`src/rtl/issue_scoreboard_if.sv`:
```
// Operands-stage <-> scoreboard bundle: per-slot operand/destination info,
// writeback completions, and the stall/sid/occupancy responses.
interface issue_scoreboard_if #(
  parameter int unsigned SB_IDX_W = 3
);
  logic              flush_i;

  logic              inst0_valid_i;
  logic              inst0_rs1_valid_i, inst0_rs2_valid_i, inst0_rs3_valid_i;
  logic [4:0]        inst0_rs1_i, inst0_rs2_i, inst0_rs3_i;
  logic [1:0]        inst0_rd_type_i;
  logic [4:0]        inst0_rd_i;

  logic              inst1_valid_i;
  logic              inst1_rs1_valid_i, inst1_rs2_valid_i, inst1_rs3_valid_i;
  logic [4:0]        inst1_rs1_i, inst1_rs2_i, inst1_rs3_i;
  logic [1:0]        inst1_rd_type_i;
  logic [4:0]        inst1_rd_i;

  logic              inst0_wb_valid_i, inst1_wb_valid_i;
  logic [SB_IDX_W:0] inst0_wb_sid_i, inst1_wb_sid_i;

  logic              stall_inst0_o, stall_inst1_o;
  logic [SB_IDX_W:0] inst0_sid_o, inst1_sid_o;
  logic [SB_IDX_W:0] count_o;
  logic              empty_o;

  modport master (
    output flush_i,
    output inst0_valid_i, inst0_rs1_valid_i, inst0_rs2_valid_i, inst0_rs3_valid_i,
    output inst0_rs1_i, inst0_rs2_i, inst0_rs3_i, inst0_rd_type_i, inst0_rd_i,
    output inst1_valid_i, inst1_rs1_valid_i, inst1_rs2_valid_i, inst1_rs3_valid_i,
    output inst1_rs1_i, inst1_rs2_i, inst1_rs3_i, inst1_rd_type_i, inst1_rd_i,
    output inst0_wb_valid_i, inst1_wb_valid_i, inst0_wb_sid_i, inst1_wb_sid_i,
    input  stall_inst0_o, stall_inst1_o, inst0_sid_o, inst1_sid_o, count_o, empty_o
  );

  modport slave (
    input  flush_i,
    input  inst0_valid_i, inst0_rs1_valid_i, inst0_rs2_valid_i, inst0_rs3_valid_i,
    input  inst0_rs1_i, inst0_rs2_i, inst0_rs3_i, inst0_rd_type_i, inst0_rd_i,
    input  inst1_valid_i, inst1_rs1_valid_i, inst1_rs2_valid_i, inst1_rs3_valid_i,
    input  inst1_rs1_i, inst1_rs2_i, inst1_rs3_i, inst1_rd_type_i, inst1_rd_i,
    input  inst0_wb_valid_i, inst1_wb_valid_i, inst0_wb_sid_i, inst1_wb_sid_i,
    output stall_inst0_o, stall_inst1_o, inst0_sid_o, inst1_sid_o, count_o, empty_o
  );
endinterface

```
`src/rtl/issue_scoreboard.sv`:
```
// Dual-issue in-order scoreboard: circular table of in-flight destinations,
// RAW/WAW/overflow stall generation, writeback completion, in-order retire.
module issue_scoreboard #(
  parameter int unsigned SB_DEPTH = 8,
  parameter int unsigned SB_IDX_W = 3
) (
  input logic               clk,
  input logic               rst,
  issue_scoreboard_if.slave sb
);
  typedef logic [SB_IDX_W:0]   sid_t;
  typedef logic [SB_IDX_W-1:0] idx_t;

  sid_t                head_q, tail_q, count, free, sid1, wb0_off, wb1_off;
  logic [SB_DEPTH-1:0] busy_q, done_q;
  logic [1:0]          rd_type_q [SB_DEPTH];
  logic [4:0]          rd_q      [SB_DEPTH];
  logic [31:0]         pending;
  logic                real_rd0, real_rd1, haz0, haz1, intra;
  logic                stall0, stall1, disp0, disp1;
  logic                wb0_hit, wb1_hit, ret0, ret1;
  idx_t                s0_idx, s1_idx, h0_idx, h1_idx, wb0_idx, wb1_idx;

  function automatic logic is_real_rd(input logic [1:0] t, input logic [4:0] r);
    return (t == 2'b10) || ((t == 2'b01) && (r != 5'd0));
  endfunction

  // Collapse the table into a per-register "write outstanding" mask; sources
  // then match by index alone, regardless of int/fp type.
  always_comb begin
    pending = '0;
    for (int unsigned i = 0; i < SB_DEPTH; i++)
      if (busy_q[i] && !done_q[i] && is_real_rd(rd_type_q[i], rd_q[i]))
        pending[rd_q[i]] = 1'b1;
  end

  assign count = tail_q - head_q;
  assign free  = sid_t'(SB_DEPTH) - count;

  always_comb begin
    real_rd0 = is_real_rd(sb.inst0_rd_type_i, sb.inst0_rd_i);
    real_rd1 = is_real_rd(sb.inst1_rd_type_i, sb.inst1_rd_i);
    haz0 = (sb.inst0_rs1_valid_i && pending[sb.inst0_rs1_i]) ||
           (sb.inst0_rs2_valid_i && pending[sb.inst0_rs2_i]) ||
           (sb.inst0_rs3_valid_i && pending[sb.inst0_rs3_i]) ||
           (real_rd0 && pending[sb.inst0_rd_i]);
    haz1 = (sb.inst1_rs1_valid_i && pending[sb.inst1_rs1_i]) ||
           (sb.inst1_rs2_valid_i && pending[sb.inst1_rs2_i]) ||
           (sb.inst1_rs3_valid_i && pending[sb.inst1_rs3_i]) ||
           (real_rd1 && pending[sb.inst1_rd_i]);
    // An invalid inst0 carries no destination, so it cannot shadow inst1.
    intra = sb.inst0_valid_i && real_rd0 &&
            ((sb.inst1_rs1_valid_i && (sb.inst1_rs1_i == sb.inst0_rd_i)) ||
             (sb.inst1_rs2_valid_i && (sb.inst1_rs2_i == sb.inst0_rd_i)) ||
             (sb.inst1_rs3_valid_i && (sb.inst1_rs3_i == sb.inst0_rd_i)) ||
             (real_rd1 && (sb.inst1_rd_i == sb.inst0_rd_i)));
    stall0 = sb.inst0_valid_i && (haz0 || (free == '0));
    disp0  = sb.inst0_valid_i && !stall0 && !sb.flush_i;
    stall1 = sb.inst1_valid_i &&
             (stall0 || haz1 || intra || (free == '0) || (disp0 && (free == sid_t'(1))));
    disp1  = sb.inst1_valid_i && !stall1 && !sb.flush_i;
  end

  assign sid1    = tail_q + sid_t'(disp0);
  assign s0_idx  = tail_q[SB_IDX_W-1:0];
  assign s1_idx  = sid1[SB_IDX_W-1:0];
  assign h0_idx  = head_q[SB_IDX_W-1:0];
  assign h1_idx  = h0_idx + idx_t'(1);
  assign wb0_idx = sb.inst0_wb_sid_i[SB_IDX_W-1:0];
  assign wb1_idx = sb.inst1_wb_sid_i[SB_IDX_W-1:0];
  assign wb0_off = sb.inst0_wb_sid_i - head_q;
  assign wb1_off = sb.inst1_wb_sid_i - head_q;
  assign wb0_hit = sb.inst0_wb_valid_i && busy_q[wb0_idx] && (wb0_off < count);
  assign wb1_hit = sb.inst1_wb_valid_i && busy_q[wb1_idx] && (wb1_off < count);
  assign ret0    = busy_q[h0_idx] && done_q[h0_idx];
  assign ret1    = ret0 && busy_q[h1_idx] && done_q[h1_idx];

  always_ff @(posedge clk) begin
    if (rst || sb.flush_i) begin
      head_q <= '0;
      tail_q <= '0;
      busy_q <= '0;
      done_q <= '0;
    end else begin
      if (disp0) begin
        busy_q[s0_idx]    <= 1'b1;
        done_q[s0_idx]    <= 1'b0;
        rd_type_q[s0_idx] <= sb.inst0_rd_type_i;
        rd_q[s0_idx]      <= sb.inst0_rd_i;
      end
      if (disp1) begin
        busy_q[s1_idx]    <= 1'b1;
        done_q[s1_idx]    <= 1'b0;
        rd_type_q[s1_idx] <= sb.inst1_rd_type_i;
        rd_q[s1_idx]      <= sb.inst1_rd_i;
      end
      if (wb0_hit) done_q[wb0_idx] <= 1'b1;
      if (wb1_hit) done_q[wb1_idx] <= 1'b1;
      if (ret0) busy_q[h0_idx] <= 1'b0;
      if (ret1) busy_q[h1_idx] <= 1'b0;
      head_q <= head_q + sid_t'(ret0) + sid_t'(ret1);
      tail_q <= tail_q + sid_t'(disp0) + sid_t'(disp1);
    end
  end

  assign sb.stall_inst0_o = stall0;
  assign sb.stall_inst1_o = stall1;
  assign sb.inst0_sid_o   = tail_q;
  assign sb.inst1_sid_o   = sid1;
  assign sb.count_o       = count;
  assign sb.empty_o       = (count == '0);
endmodule
```
`src/flat_wrapper.sv`:
```
// flat-port wrapper written by rule: the top's interface ports become plain ports
module issue_scoreboard_flat 
#(
  parameter int unsigned SB_DEPTH = 8,
  parameter int unsigned SB_IDX_W = 3
)
  (clk, rst, sb_flush_i, sb_inst0_valid_i, sb_inst0_rs1_valid_i, sb_inst0_rs2_valid_i, sb_inst0_rs3_valid_i, sb_inst0_rs1_i, sb_inst0_rs2_i, sb_inst0_rs3_i, sb_inst0_rd_type_i, sb_inst0_rd_i, sb_inst1_valid_i, sb_inst1_rs1_valid_i, sb_inst1_rs2_valid_i, sb_inst1_rs3_valid_i, sb_inst1_rs1_i, sb_inst1_rs2_i, sb_inst1_rs3_i, sb_inst1_rd_type_i, sb_inst1_rd_i, sb_inst0_wb_valid_i, sb_inst1_wb_valid_i, sb_inst0_wb_sid_i, sb_inst1_wb_sid_i, sb_stall_inst0_o, sb_stall_inst1_o, sb_inst0_sid_o, sb_inst1_sid_o, sb_count_o, sb_empty_o);
  issue_scoreboard_if #(.SB_IDX_W(SB_IDX_W)) sb_i ();
  input logic clk;
  input logic rst;
  input wire logic [$bits(sb_i.flush_i)-1:0] sb_flush_i;
  input wire logic [$bits(sb_i.inst0_valid_i)-1:0] sb_inst0_valid_i;
  input wire logic [$bits(sb_i.inst0_rs1_valid_i)-1:0] sb_inst0_rs1_valid_i;
  input wire logic [$bits(sb_i.inst0_rs2_valid_i)-1:0] sb_inst0_rs2_valid_i;
  input wire logic [$bits(sb_i.inst0_rs3_valid_i)-1:0] sb_inst0_rs3_valid_i;
  input wire logic [$bits(sb_i.inst0_rs1_i)-1:0] sb_inst0_rs1_i;
  input wire logic [$bits(sb_i.inst0_rs2_i)-1:0] sb_inst0_rs2_i;
  input wire logic [$bits(sb_i.inst0_rs3_i)-1:0] sb_inst0_rs3_i;
  input wire logic [$bits(sb_i.inst0_rd_type_i)-1:0] sb_inst0_rd_type_i;
  input wire logic [$bits(sb_i.inst0_rd_i)-1:0] sb_inst0_rd_i;
  input wire logic [$bits(sb_i.inst1_valid_i)-1:0] sb_inst1_valid_i;
  input wire logic [$bits(sb_i.inst1_rs1_valid_i)-1:0] sb_inst1_rs1_valid_i;
  input wire logic [$bits(sb_i.inst1_rs2_valid_i)-1:0] sb_inst1_rs2_valid_i;
  input wire logic [$bits(sb_i.inst1_rs3_valid_i)-1:0] sb_inst1_rs3_valid_i;
  input wire logic [$bits(sb_i.inst1_rs1_i)-1:0] sb_inst1_rs1_i;
  input wire logic [$bits(sb_i.inst1_rs2_i)-1:0] sb_inst1_rs2_i;
  input wire logic [$bits(sb_i.inst1_rs3_i)-1:0] sb_inst1_rs3_i;
  input wire logic [$bits(sb_i.inst1_rd_type_i)-1:0] sb_inst1_rd_type_i;
  input wire logic [$bits(sb_i.inst1_rd_i)-1:0] sb_inst1_rd_i;
  input wire logic [$bits(sb_i.inst0_wb_valid_i)-1:0] sb_inst0_wb_valid_i;
  input wire logic [$bits(sb_i.inst1_wb_valid_i)-1:0] sb_inst1_wb_valid_i;
  input wire logic [$bits(sb_i.inst0_wb_sid_i)-1:0] sb_inst0_wb_sid_i;
  input wire logic [$bits(sb_i.inst1_wb_sid_i)-1:0] sb_inst1_wb_sid_i;
  output wire logic [$bits(sb_i.stall_inst0_o)-1:0] sb_stall_inst0_o;
  output wire logic [$bits(sb_i.stall_inst1_o)-1:0] sb_stall_inst1_o;
  output wire logic [$bits(sb_i.inst0_sid_o)-1:0] sb_inst0_sid_o;
  output wire logic [$bits(sb_i.inst1_sid_o)-1:0] sb_inst1_sid_o;
  output wire logic [$bits(sb_i.count_o)-1:0] sb_count_o;
  output wire logic [$bits(sb_i.empty_o)-1:0] sb_empty_o;
  assign sb_i.flush_i = sb_flush_i;
  assign sb_i.inst0_valid_i = sb_inst0_valid_i;
  assign sb_i.inst0_rs1_valid_i = sb_inst0_rs1_valid_i;
  assign sb_i.inst0_rs2_valid_i = sb_inst0_rs2_valid_i;
  assign sb_i.inst0_rs3_valid_i = sb_inst0_rs3_valid_i;
  assign sb_i.inst0_rs1_i = sb_inst0_rs1_i;
  assign sb_i.inst0_rs2_i = sb_inst0_rs2_i;
  assign sb_i.inst0_rs3_i = sb_inst0_rs3_i;
  assign sb_i.inst0_rd_type_i = sb_inst0_rd_type_i;
  assign sb_i.inst0_rd_i = sb_inst0_rd_i;
  assign sb_i.inst1_valid_i = sb_inst1_valid_i;
  assign sb_i.inst1_rs1_valid_i = sb_inst1_rs1_valid_i;
  assign sb_i.inst1_rs2_valid_i = sb_inst1_rs2_valid_i;
  assign sb_i.inst1_rs3_valid_i = sb_inst1_rs3_valid_i;
  assign sb_i.inst1_rs1_i = sb_inst1_rs1_i;
  assign sb_i.inst1_rs2_i = sb_inst1_rs2_i;
  assign sb_i.inst1_rs3_i = sb_inst1_rs3_i;
  assign sb_i.inst1_rd_type_i = sb_inst1_rd_type_i;
  assign sb_i.inst1_rd_i = sb_inst1_rd_i;
  assign sb_i.inst0_wb_valid_i = sb_inst0_wb_valid_i;
  assign sb_i.inst1_wb_valid_i = sb_inst1_wb_valid_i;
  assign sb_i.inst0_wb_sid_i = sb_inst0_wb_sid_i;
  assign sb_i.inst1_wb_sid_i = sb_inst1_wb_sid_i;
  assign sb_stall_inst0_o = sb_i.stall_inst0_o;
  assign sb_stall_inst1_o = sb_i.stall_inst1_o;
  assign sb_inst0_sid_o = sb_i.inst0_sid_o;
  assign sb_inst1_sid_o = sb_i.inst1_sid_o;
  assign sb_count_o = sb_i.count_o;
  assign sb_empty_o = sb_i.empty_o;
  issue_scoreboard #(.SB_DEPTH(SB_DEPTH), .SB_IDX_W(SB_IDX_W)) u_core (.clk(clk), .rst(rst), .sb(sb_i));
endmodule
```
`config.mk`:
```
export PLATFORM = sky130hd
export DESIGN_NAME = issue_scoreboard_flat
export DESIGN_NICKNAME = d
export VERILOG_FILES = /design/src/rtl/issue_scoreboard_if.sv /design/src/rtl/issue_scoreboard.sv /design/src/flat_wrapper.sv
export SDC_FILE = /design/constraint.sdc
export NUM_CORES = 1
export LEC_CHECK = 0
export ABC_CLOCK_PERIOD_IN_PS = 6300
export CAP_MARGIN = 20
export CORE_ASPECT_RATIO = 1.5
export CORE_MARGIN = 4
export CORE_UTILIZATION = 44
export CTS_CLUSTER_DIAMETER = 30
export DETAILED_ROUTE_END_ITERATION = 12
export DONT_BUFFER_PORTS = 1
export GPL_TIMING_DRIVEN = 0
export HOLD_SLACK_MARGIN = 0.02
export PLACE_DENSITY = 0.65
export SLEW_MARGIN = 5
export SYNTH_ARGS = -nofsm -noshare
export SYNTH_HDL_FRONTEND = slang
export SYNTH_SLANG_ARGS = --single-unit
```
`constraint.sdc`:
```
create_clock -name clk -period 6.3 [get_ports clk]
set_clock_uncertainty 0.2 [all_clocks]
set_input_delay 1.26 -clock clk [delete_from_list [all_inputs] [get_ports clk]]
set_output_delay 1.26 -clock clk [all_outputs]
set_load 0.03 [all_outputs]
```
==> impl_metrics.py, run 1 <==
metrics = {
    "worst_setup_path": {
        "rr_worst_depth": 18,
        "critPathKind": "reg -> out",
        "cpPeakStageDelay_ns": 0.55,
        "r2r_start": "u_core.busy_q[6]$_SDFF_PP0_",
        "worst_setup_path_start_kind": "register",
        "worst_ep_arrival_time_ns": 4.73,
        "crit_path_end_kind": "primary output",
        "cp_slowest_cell": "sky130_fd_sc_hd__dfxtp_1",
        "critical_path.max_fanout": 7,
        "data_required_time_at_the_worst_endpoint_ns": 4.84,
        "timing.critical_path.from": "u_core.busy_q[6]$_SDFF_PP0_",
        "crit_chain": "nor3b_4, nand4_1, o22ai_1, or4_1, clkbuf_2, inv_1, mux4_2, a2111oi_1, a41oi_2, nand2_1, nor3_1, ha_2, ha_1, xnor2_2, inv_4",
    },
    "cts": {
        "clockBufferDepth": 2,
        "cts_sink_count": 80,
        "numCtsBuffers": 9,
        "cts_htree_levels": 3,
        "tritoncts_clock_tree": "yes",
        "cts_hold_repair.buffers": 0,
        "source_to_sink_clock_delay_at_the_later_pin_of_the_worst_skew_pair_ns": 0.34,
        "clock_pin_slew_on_the_worst_setup_and_hold_paths_ns": 0.07,
        "cts_root_buf": "sky130_fd_sc_hd__clkbuf_16",
    },
    "routing": {
        "via_per_inst": 7.22,
        "firstDrtPassIters": 6,
        "final_routed_wirelength_um": 49600,
        "drt_drc_violations_left": 0,
        "antenna_left": 0,
        "num_vias": 12100,
        "detailedRoute.firstIterationViolations": 1526,
        "wl_per_cell_um": 29.7,
    },
    "placement": {
        "numPortBuffers": 0,
        "placedCellCount": 1638,
        "place_worst_setup_slack_ns": -0.688,
        "placedInstanceArea_um2": 11300,
        "routabilityCongestion": 1.05,
        "dp.final_hpwl_um": 39000,
    },
    "synthesis": {
        "avgSynthCellArea_um2": 8.24,
        "syn-cell-area_um2": 10700,
        "yosys.cell_count.top_type": "sky130_fd_sc_hd__nand2_1",
        "synth_area_leader_cell": "sky130_fd_sc_hd__edfxtp_1",
        "ys_warn_count": 0,
        "synth_sequential_area_ratio_pct": 20.1,
        "synth_enable_flop_cells": 56,
        "postSynthRegisterBits": 80,
        "synth_flop_cell": "sky130_fd_sc_hd__edfxtp_1",
        "postSynth.asyncResetShare_pct": 0,
        "post_synth_main_area_contributors": "sky130_fd_sc_hd__edfxtp_1, sky130_fd_sc_hd__mux2_2, sky130_fd_sc_hd__mux4_2",
        "post_synth_cell_types": 86,
        "synth.top_cell.area_share_pct": 15.7,
        "postSynthNetCount": 1393,
        "post_synth_inst_count": 1303,
        "synth.cells.most_frequent": "sky130_fd_sc_hd__nand2_1, sky130_fd_sc_hd__nand3_1, sky130_fd_sc_hd__nor2_1, sky130_fd_sc_hd__o22ai_1, sky130_fd_sc_hd__clkbuf_1",
    },
    "floorplanning": {
        "number_of_placement_rows": 69,
        "die-area_um2": 27000,
        "die_height_um": 199,
        "die_w_um": 136,
        "core_um2": 23800,
        "pin_count": 80,
        "start_util_pct": 45.0,
    },
    "timing": {
        "finalWorstPathRequiredPeriod_ns": 6.19,
        "final_count_of_negative_setup_slack_endpoints": 0,
        "number_of_pins_exceeding_their_max_slew_limit_in_the_final_report": 0,
        "final_critical_path_setup_slack_ns": 0.114,
        "worstMarginPinSlew_ns": 1.00,
        "period_share_pct": 98.2,
        "setup_tns_final_ns": 0,
        "fmax_mhz": 162,
        "timing.slew.headroom_pct": 32.6,
        "final_hold_violation_count": 0,
    },
    "finish": {
        "layout.nets": 1435,
        "fillCellCount": 2361,
        "design_area_um2": 12100,
        "finish.utilization_pct": 50.9,
        "multiInputGateArea_um2": 8430,
        "area.growth.synth_to_final_pct": 13.0,
        "layoutNonFillerInstCount": 1669,
        "seqCellArea_um2": 2170,
        "layout_cell_share_with_drive_strength_beyond_1_pct": 18.9,
        "antenna-diode-count": 0,
    },
    "global_routing": {
        "grt_util_met1_pct": 38.5,
        "grt_antenna_before_repair": 0,
        "gr-usage-met2_pct": 62.2,
        "maximum_number_of_pins_on_one_net_before_global_route_repair": 16,
        "via_count_of_the_first_global_routing_pass": 11700,
        "grt_usage_pct": 35.9,
        "first_pass_grt_wire_length_um": 72500,
        "globalRoute.totalOverflow": 0,
        "grt_busiest_layer": "met2",
        "grtUsageMet3_pct": 4.36,
    },
    "power": {
        "power.density_cell_area_nw_per_um2": 112,
        "peak_supply_drop_mv": 0.125,
        "total_leakage_power_nw": 3.90,
    },
    "worst_hold_path": {
        "worst_hold_path_type": "reg -> reg",
        "hold_depth": 2,
        "timing.hold.worst.start": "u_core.busy_q[7]$_SDFF_PP0_",
    },
    "job": {
        "max_cap_viol_count": 0,
    },
    "outcome": {
        "status": "complete, no violations",
    },
}
cell type report:
type / count / share of cell area (%)
sequential: 80 / 17.9
buffer: 96 / 3.42
multi-input combinational: 1083 / 69.6
clock inverter: 7 / 0.454
tap: 319 / 3.29
inverter: 42 / 1.32
timing repair buffer: 32 / 2.16
clock buffer: 9 / 1.86
timing repair inverter: 1 / 0.0413
stage by stage:
| step | hold slack, ns | power [W] |
|---|---|---|
| 2_1_floorplan | 0.289 | 0.000780 |
| 3_3_place_gp | 0.389 | 0.000847 |
| 3_5_place_dp | 0.399 | 0.000851 |
| 4_1_cts | 0.415 | 0.00134 |
| 5_1_grt | 0.418 | 0.00140 |
| 6_report | 0.407 | 0.00136 |
flip-flops by register name, indices dropped and copies added, names as in the netlist:
signal and cells:
u_core.busy_q 8, u_core.done_q 8, u_core.head_q 4, u_core.rd_q 40
u_core.rd_type_q 16, u_core.sb.inst0_sid_o 4
placed cells by master, fill, tap and decap left out, types with 29 or more instances in the layout:
cell | Yosys | routed
sky130_fd_sc_hd__nand2_1 | 99 | 99
sky130_fd_sc_hd__nand3_1 | 96 | 96
sky130_fd_sc_hd__nor2_1 | 84 | 82
sky130_fd_sc_hd__o22ai_1 | 74 | 73
sky130_fd_sc_hd__mux2_2 | 65 | 65
sky130_fd_sc_hd__clkbuf_1 | 68 | 62
sky130_fd_sc_hd__edfxtp_1 | 56 | 56
sky130_fd_sc_hd__mux2i_1 | 42 | 42
sky130_fd_sc_hd__inv_1 | 40 | 40
sky130_fd_sc_hd__nand4_1 | 39 | 39
sky130_fd_sc_hd__nor3_1 | 41 | 35
sky130_fd_sc_hd__nor2b_1 | 34 | 34
sky130_fd_sc_hd__buf_4 | 3 | 29
per-layer routing:
| layer | routed length (um) | up-vias |
|---|---|---|
| li1 | - | 5206 |
| met1 | 16400 | 5727 |
| met2 | 23500 | 808 |
| met3 | 3980 | 311 |
| met4 | 5760 | 0 |
| met5 | 0 | - |
critical path: cells and delay by family (launching register included):
kind	cells	cell delay [ns]
AOI/OAI and AO/OA	3	1.05
xor gates and xnor gates	1	0.34
adders and majority gates	2	0.38
buffers and inverters	3	0.48
DFF	1	0.55
muxes	1	0.46
and+or+nand+nor	5	1.10
timing repair:
item                       CTS  global route
cloned                       0             1
pin swaps                    6             4
buffers inserted            10             6
gates resized for setup     43            25
setup endpoints to repair  117           116
cell families after synthesis:
| kind of cell | Yosys count | synth area share, % |
|---|---|---|
| buf+inv | 140 | 5.35 |
| xor+xnor | 47 | 3.84 |
| fa+ha+maj | 25 | 3.19 |
| flops | 80 | 20.1 |
| simple gates | 619 | 33.7 |
| compound gates | 259 | 17.6 |
| mux | 133 | 16.2 |
power by group:
group | switching, W | internal, W
clock network | 0.000230 | 0.000271
logic | 0.000178 | 0.0000992
registers | 0.00000966 | 0.000569
worst paths after layout:
| kind | end | slack (ns) |
|---|---|---|
| max reg2reg | u_core.rd_type_q[7][1]$_DFFE_PP_ | 0.21 |
| max | sb_inst1_sid_o[2] | 0.11 |
| min reg2reg | u_core.busy_q[7]$_SDFF_PP0_ | 0.41 |
| min | u_core.busy_q[7]$_SDFF_PP0_ | 0.41 |
Note: power is estimated with default switching activity, not from simulation.
==> run 2, diff against run 1 <==
ABC_CLOCK_PERIOD_IN_PS = 5700   (was 6300)
clock period = 5.7 ns   (was 6.3 ns; I/O delays follow)
==> run 2 against run 1 <==
Effect of this change: the flow now finishes with violations (setup timing); via count is 1.1% higher; core utilization increased by 2.7 points; sequential share of layout area decreased by 0.80 points; non-clock buffer count grew 31; register-to-register slack lost 0.24 ns; cell area increased by 5.2%; worst hold slack worse by 0.056 ns; sequential power up 11%; setup slack lost 0.19 ns; critical path depth grew 1; wire length is 1.4% higher; combinational power grew 17%; highest routed layer is now met5.
==> impl_metrics.py, run 2 (synthesis gave the netlist of run 1 again) <==
metrics = {
    "floorplanning": {
        "die-area_um2": 27000,
        "number_of_placement_rows": 69,
        "start_util_pct": 45.0,
        "die_height_um": 199,
        "core_um2": 23800,
        "pin_count": 80,
        "die_w_um": 136,
    },
    "placement": {
        "dp.final_hpwl_um": 39000,
        "routabilityCongestion": 1.05,
        "placedInstanceArea_um2": 11300,
        "numPortBuffers": 0,
        "placedCellCount": 1638,
        "place_worst_setup_slack_ns": -1.29,
    },
    "worst_setup_path": {
        "data_required_time_at_the_worst_endpoint_ns": 4.36,
        "critical_path.max_fanout": 6,
        "worst_setup_path_start_kind": "register",
        "rr_worst_depth": 19,
        "critPathKind": "reg -> out",
        "crit_path_end": "sb_inst1_sid_o[2]",
        "timing.critical_path.from": "u_core.rd_q[1][2]$_DFFE_PP_",
        "reg2reg_slack_ns": -0.03,
        "crit_path_end_kind": "primary output",
        "worst_ep_arrival_time_ns": 4.43,
        "r2r_start": "u_core.rd_q[1][2]$_DFFE_PP_",
        "worstReg2RegEnd": "u_core.rd_q[4][4]$_DFFE_PP_",
    },
    "cts": {
        "cts_sink_count": 80,
        "numCtsBuffers": 9,
        "source_to_sink_clock_delay_at_the_later_pin_of_the_worst_skew_pair_ns": 0.34,
        "cts_htree_levels": 3,
        "clockBufferDepth": 2,
        "tritoncts_clock_tree": "yes",
        "clock_pin_slew_on_the_worst_setup_and_hold_paths_ns": 0.07,
        "cts_hold_repair.buffers": 0,
        "cts_root_buf": "sky130_fd_sc_hd__clkbuf_16",
    },
    "routing": {
        "final_routed_wirelength_um": 50300,
        "firstDrtPassIters": 8,
        "num_vias": 12200,
        "drt_drc_violations_left": 0,
        "antenna_left": 0,
        "wl_per_cell_um": 29.6,
        "via_per_inst": 7.16,
        "detailedRoute.firstIterationViolations": 1477,
    },
    "timing": {
        "period_share_pct": 101,
        "timing.slew.headroom_pct": 37.7,
        "final_critical_path_setup_slack_ns": -0.0723,
        "finalWorstPathRequiredPeriod_ns": 5.77,
        "final_hold_violation_count": 0,
        "number_of_pins_exceeding_their_max_slew_limit_in_the_final_report": 0,
        "holdWs_ns": 0.351,
        "rsz0062_at_grt": "yes",
        "fmax_mhz": 173,
        "final_count_of_negative_setup_slack_endpoints": 21,
        "worstMarginPinSlew_ns": 0.926,
    },
    "global_routing": {
        "maximum_number_of_pins_on_one_net_before_global_route_repair": 16,
        "globalRoute.totalOverflow": 0,
        "via_count_of_the_first_global_routing_pass": 11800,
        "grt_antenna_before_repair": 1,
        "grt_usage_pct": 36.2,
        "first_pass_grt_wire_length_um": 73200,
    },
    "worst_hold_path": {
        "worst_hold_path_type": "reg -> reg",
    },
    "finish": {
        "seqCellArea_um2": 2180,
        "layout_cell_share_with_drive_strength_beyond_1_pct": 25.3,
        "finish.utilization_pct": 53.5,
        "layout.cells.most_common_list": "sky130_fd_sc_hd__nand2_1, sky130_fd_sc_hd__nand3_1, sky130_fd_sc_hd__nor2_1",
        "layout.cells.most_common": "sky130_fd_sc_hd__nand2_1",
        "largest-register": "u_core.rd_q",
        "fillCellCount": 2293,
        "multiInputGateArea_um2": 8800,
        "area.growth.synth_to_final_pct": 18.9,
        "largest_reg_flops": 40,
        "layoutNonFillerInstCount": 1701,
        "layout.nets": 1467,
        "reg.largest.list": "u_core.rd_q (40), u_core.rd_type_q (16)",
        "antenna-diode-count": 0,
        "design_area_um2": 12800,
    },
    "outcome": {
        "status": "finished, violations left",
        "failed_checks": "setup timing",
    },
    "power": {
        "peak_supply_drop_mv": 0.140,
        "total_leakage_power_nw": 4.15,
        "power.density_cell_area_nw_per_um2": 119,
    },
    "job": {
        "max_cap_viol_count": 0,
    },
}
-- run 2: power breakdown --
group,internal [W],switching [W]
Combinational,0.000120,0.000203
Clock,0.000300,0.000256
Sequential,0.000628,0.0000115
-- run 2: through the flow --
step,setup TNS [ns],total power [W]
floorplan,0,0.000862
global placement,-180.47,0.000936
detailed placement,-121.54,0.000941
CTS,0,0.00150
global route,-2.70,0.00156
finish,-0.348,0.00152
-- run 2: repair_timing --
item	in CTS	in global routing
pin swaps	30	24
buffers inserted	34	18
endpoints found under the setup margin	138	117
cloned	0	2
gates resized for setup	100	53
-- run 2: area by class of cell --
cell class / instances / area share, %
buffer: 91 / 3.23
multi-input combinational: 1084 / 69.0
inverter: 42 / 1.28
clock inverter: 7 / 0.432
sequential: 80 / 17.1
clock buffer: 9 / 1.77
tap: 319 / 3.13
timing repair inverter: 1 / 0.0392
timing repair buffer: 68 / 4.10
-- run 2: worst max-delay path, stage by stage (launching register included) --
cell	delay, ns
sky130_fd_sc_hd__edfxtp_1	0.51
sky130_fd_sc_hd__and2_1	0.22
sky130_fd_sc_hd__nand3_1	0.23
sky130_fd_sc_hd__o22ai_1	0.16
sky130_fd_sc_hd__or4_1	0.54
sky130_fd_sc_hd__buf_2	0.21
sky130_fd_sc_hd__mux2i_2	0.24
sky130_fd_sc_hd__nor3_1	0.08
sky130_fd_sc_hd__or3_1	0.36
sky130_fd_sc_hd__nor4_2	0.32
sky130_fd_sc_hd__nand4_2	0.14
sky130_fd_sc_hd__buf_6	0.17
sky130_fd_sc_hd__nor3_2	0.16
sky130_fd_sc_hd__ha_2	0.25
sky130_fd_sc_hd__ha_4	0.17
sky130_fd_sc_hd__xnor2_4	0.13
sky130_fd_sc_hd__clkinv_4	0.16
-- run 2: how the worst min path moves through the flow --
| stage | cells after the start | to | startpoint |
|---|---|---|---|
| floorplan | 2 | u_core.busy_q[1]$_SDFF_PP0_ | u_core.busy_q[1]$_SDFF_PP0_ |
| global placement | 2 | u_core.head_q[1]$_SDFF_PP0_ | u_core.head_q[1]$_SDFF_PP0_ |
| detailed placement | 2 | u_core.busy_q[1]$_SDFF_PP0_ | u_core.busy_q[1]$_SDFF_PP0_ |
| CTS | 2 | u_core.busy_q[2]$_SDFF_PP0_ | u_core.busy_q[2]$_SDFF_PP0_ |
| global route | 2 | u_core.busy_q[1]$_SDFF_PP0_ | u_core.busy_q[1]$_SDFF_PP0_ |
| finish | 2 | u_core.busy_q[2]$_SDFF_PP0_ | u_core.busy_q[2]$_SDFF_PP0_ |
-- run 2: per-layer routing --
layer | track usage (%) | vias to the layer above | routed length, um | part of all wire (%)
li1 | - | 5268 | - | -
met4 | 30.7 | 2 | 5300 | 11
met5 | 0 | - | 6 | 0.012
met2 | 62.7 | 744 | 24200 | 48
met1 | 38.7 | 5901 | 17000 | 34
met3 | 4.79 | 272 | 3760 | 7.5
==> run 3, diff against run 2 <==
CTS_BUF_LIST = sky130_fd_sc_hd__clkbuf_16   (was unset)
RECOVER_POWER = 50   (was unset)
==> run 3 against run 2 <==
Effect of this change: the flow still finishes with violations (setup timing); core utilization is essentially flat; power is essentially flat; worst hold slack gained 0.00070 ns; critical path depth is the same.
==> impl_metrics.py, run 3 (synthesis gave the netlist of run 1 again) <==
metrics = {
    "global_routing": {
        "first_pass_grt_wire_length_um": 73200,
        "grt_usage_pct": 36.2,
        "globalRoute.totalOverflow": 0,
        "grt_antenna_before_repair": 1,
        "via_count_of_the_first_global_routing_pass": 11800,
        "maximum_number_of_pins_on_one_net_before_global_route_repair": 16,
    },
    "worst_setup_path": {
        "critical_path.max_fanout": 6,
        "cpPeakStageDelay_ns": 0.54,
        "crit_path_end_kind": "primary output",
        "data_required_time_at_the_worst_endpoint_ns": 4.36,
        "timing.critical_path.from": "u_core.rd_q[1][2]$_DFFE_PP_",
        "crit_chain": "and2_1, nand3_1, o22ai_1, or4_1, buf_2, mux2i_2, nor3_1, or3_1, nor4_2, nand4_2, buf_6, nor3_2, ha_2, ha_4, xnor2_4, clkinv_4",
        "worst_ep_arrival_time_ns": 4.39,
        "worst_setup_path_start_kind": "register",
        "cp_slowest_cell": "sky130_fd_sc_hd__or4_1",
        "r2r_start": "u_core.rd_q[1][2]$_DFFE_PP_",
        "critPathKind": "reg -> out",
    },
    "timing": {
        "final_count_of_negative_setup_slack_endpoints": 2,
        "final_critical_path_setup_slack_ns": -0.0303,
        "finalWorstPathRequiredPeriod_ns": 5.73,
        "final_hold_violation_count": 0,
        "timing.slew.headroom_pct": 40.8,
        "fmax_mhz": 175,
        "number_of_pins_exceeding_their_max_slew_limit_in_the_final_report": 0,
        "period_share_pct": 101,
        "rsz0062_at_grt": "yes",
        "setup_tns_final_ns": -0.0377,
        "worstMarginPinSlew_ns": 0.879,
    },
    "routing": {
        "wl_per_cell_um": 29.6,
        "num_vias": 12300,
        "via_per_inst": 7.20,
        "detailedRoute.firstIterationViolations": 1519,
        "final_routed_wirelength_um": 50300,
        "drt_drc_violations_left": 0,
        "antenna_left": 0,
        "firstDrtPassIters": 7,
    },
    "power": {
        "p_total_w": 0.00152,
        "total_leakage_power_nw": 4.15,
        "power.density_cell_area_nw_per_um2": 119,
        "peak_supply_drop_mv": 0.139,
    },
    "floorplanning": {
        "core_um2": 23800,
        "die-area_um2": 27000,
        "start_util_pct": 45.0,
        "number_of_placement_rows": 69,
        "die_height_um": 199,
        "pin_count": 80,
        "die_w_um": 136,
    },
    "cts": {
        "tritoncts_clock_tree": "yes",
        "cts_sink_count": 80,
        "cts_root_buf": "sky130_fd_sc_hd__clkbuf_16",
        "clock_pin_slew_on_the_worst_setup_and_hold_paths_ns": 0.07,
        "cts_htree_levels": 3,
        "numCtsBuffers": 9,
        "cts_hold_repair.buffers": 0,
        "clockBufferDepth": 2,
        "source_to_sink_clock_delay_at_the_later_pin_of_the_worst_skew_pair_ns": 0.34,
    },
    "placement": {
        "dp.final_hpwl_um": 39000,
        "place_worst_setup_slack_ns": -1.29,
        "numPortBuffers": 0,
        "routabilityCongestion": 1.05,
    },
    "finish": {
        "layout.nets": 1467,
        "layout.cells.most_common_list": "sky130_fd_sc_hd__nand2_1, sky130_fd_sc_hd__nand3_1, sky130_fd_sc_hd__nor2_1",
        "layout_cell_share_with_drive_strength_beyond_1_pct": 25.3,
        "layout.cells.most_common": "sky130_fd_sc_hd__nand2_1",
        "reg.largest.list": "u_core.rd_q (40), u_core.rd_type_q (16)",
        "area.growth.synth_to_final_pct": 18.9,
        "largest-register": "u_core.rd_q",
        "largest_reg_flops": 40,
    },
    "outcome": {
        "failed_checks": "setup timing",
        "status": "finished, violations left",
    },
    "worst_hold_path": {
        "timing.hold.worst.start": "u_core.busy_q[2]$_SDFF_PP0_",
        "worst_hold_path_type": "reg -> reg",
    },
    "job": {
        "max_cap_viol_count": 0,
    },
}
[run 3: report_power, final]
group | internal (W) | switching, W | leakage (nW) | total (W)
Sequential | 0.000628 | 0.0000114 | 0.704 | 0.000640
Combinational | 0.000120 | 0.000204 | 3.31 | 0.000323
Clock | 0.000300 | 0.000255 | 0.134 | 0.000554
[run 3: repair_timing]
item / CTS / global route
buffers inserted: 34 / 18
setup endpoints to repair: 138 / 117
pin swaps: 30 / 24
cloned: 0 / 2
resized for setup: 100 / 53
[run 3: metrics by stage]
stage | instance area [um2] | utilization, % | hold WS (ns) | instances
finish | 12800 | 53.5 | 0.352 | 1702
global route | 12800 | 53.5 | 0.388 | 1702
CTS | 12400 | 51.8 | 0.355 | 1683
detailed placement | 11300 | 47.5 | 0.399 | 1638
global placement | 11100 | 46.7 | 0.389 | 1622
floorplan | 10700 | - | 0.289 | 1303
[run 3: layout make-up]
type | instances | area [um2]
Fill cell | 2292 | 11100
Multi-Input combinational cell | 1084 | 8800
Sequential cell | 80 | 2180
Timing Repair Buffer | 68 | 523
Buffer | 91 | 412
Tap cell | 319 | 399
Clock buffer | 9 | 225
Inverter | 42 | 163
Clock inverter | 7 | 55.1
Timing Repair inverter | 1 | 5.00
Antenna cell | 1 | 2.50
[run 3: final timing paths]
kind,end,slack (ns),cells after the start
worst min register to register,u_core.busy_q[2]$_SDFF_PP0_,0.35,2
worst min-delay path,u_core.busy_q[2]$_SDFF_PP0_,0.35,2
worst max-delay path,sb_inst1_sid_o[2],-0.03,16
worst max register to register,u_core.rd_q[4][4]$_DFFE_PP_,0.02,19
[run 3: per-layer routing]
metal / vias to the layer above / track usage, % / share of wire, %
li1: 5270 / - / -
met1: 5850 / 38.7 / 33
met2: 829 / 62.7 / 48
met3: 309 / 4.79 / 8.2
met4: 0 / 30.7 / 11
met5: - / 0 / 0
[run 3: worst max-delay path, delay by kind of cell, from the launching register on]
kind / cells / cell delay, ns
xor gates and xnor gates: 1 / 0.14
buffers and inverters: 3 / 0.54
and+or+nand+nor: 8 / 2.03
muxes: 1 / 0.24
adders and majority gates: 2 / 0.42
AOI/OAI and AO/OA: 1 / 0.15
DFF: 1 / 0.51
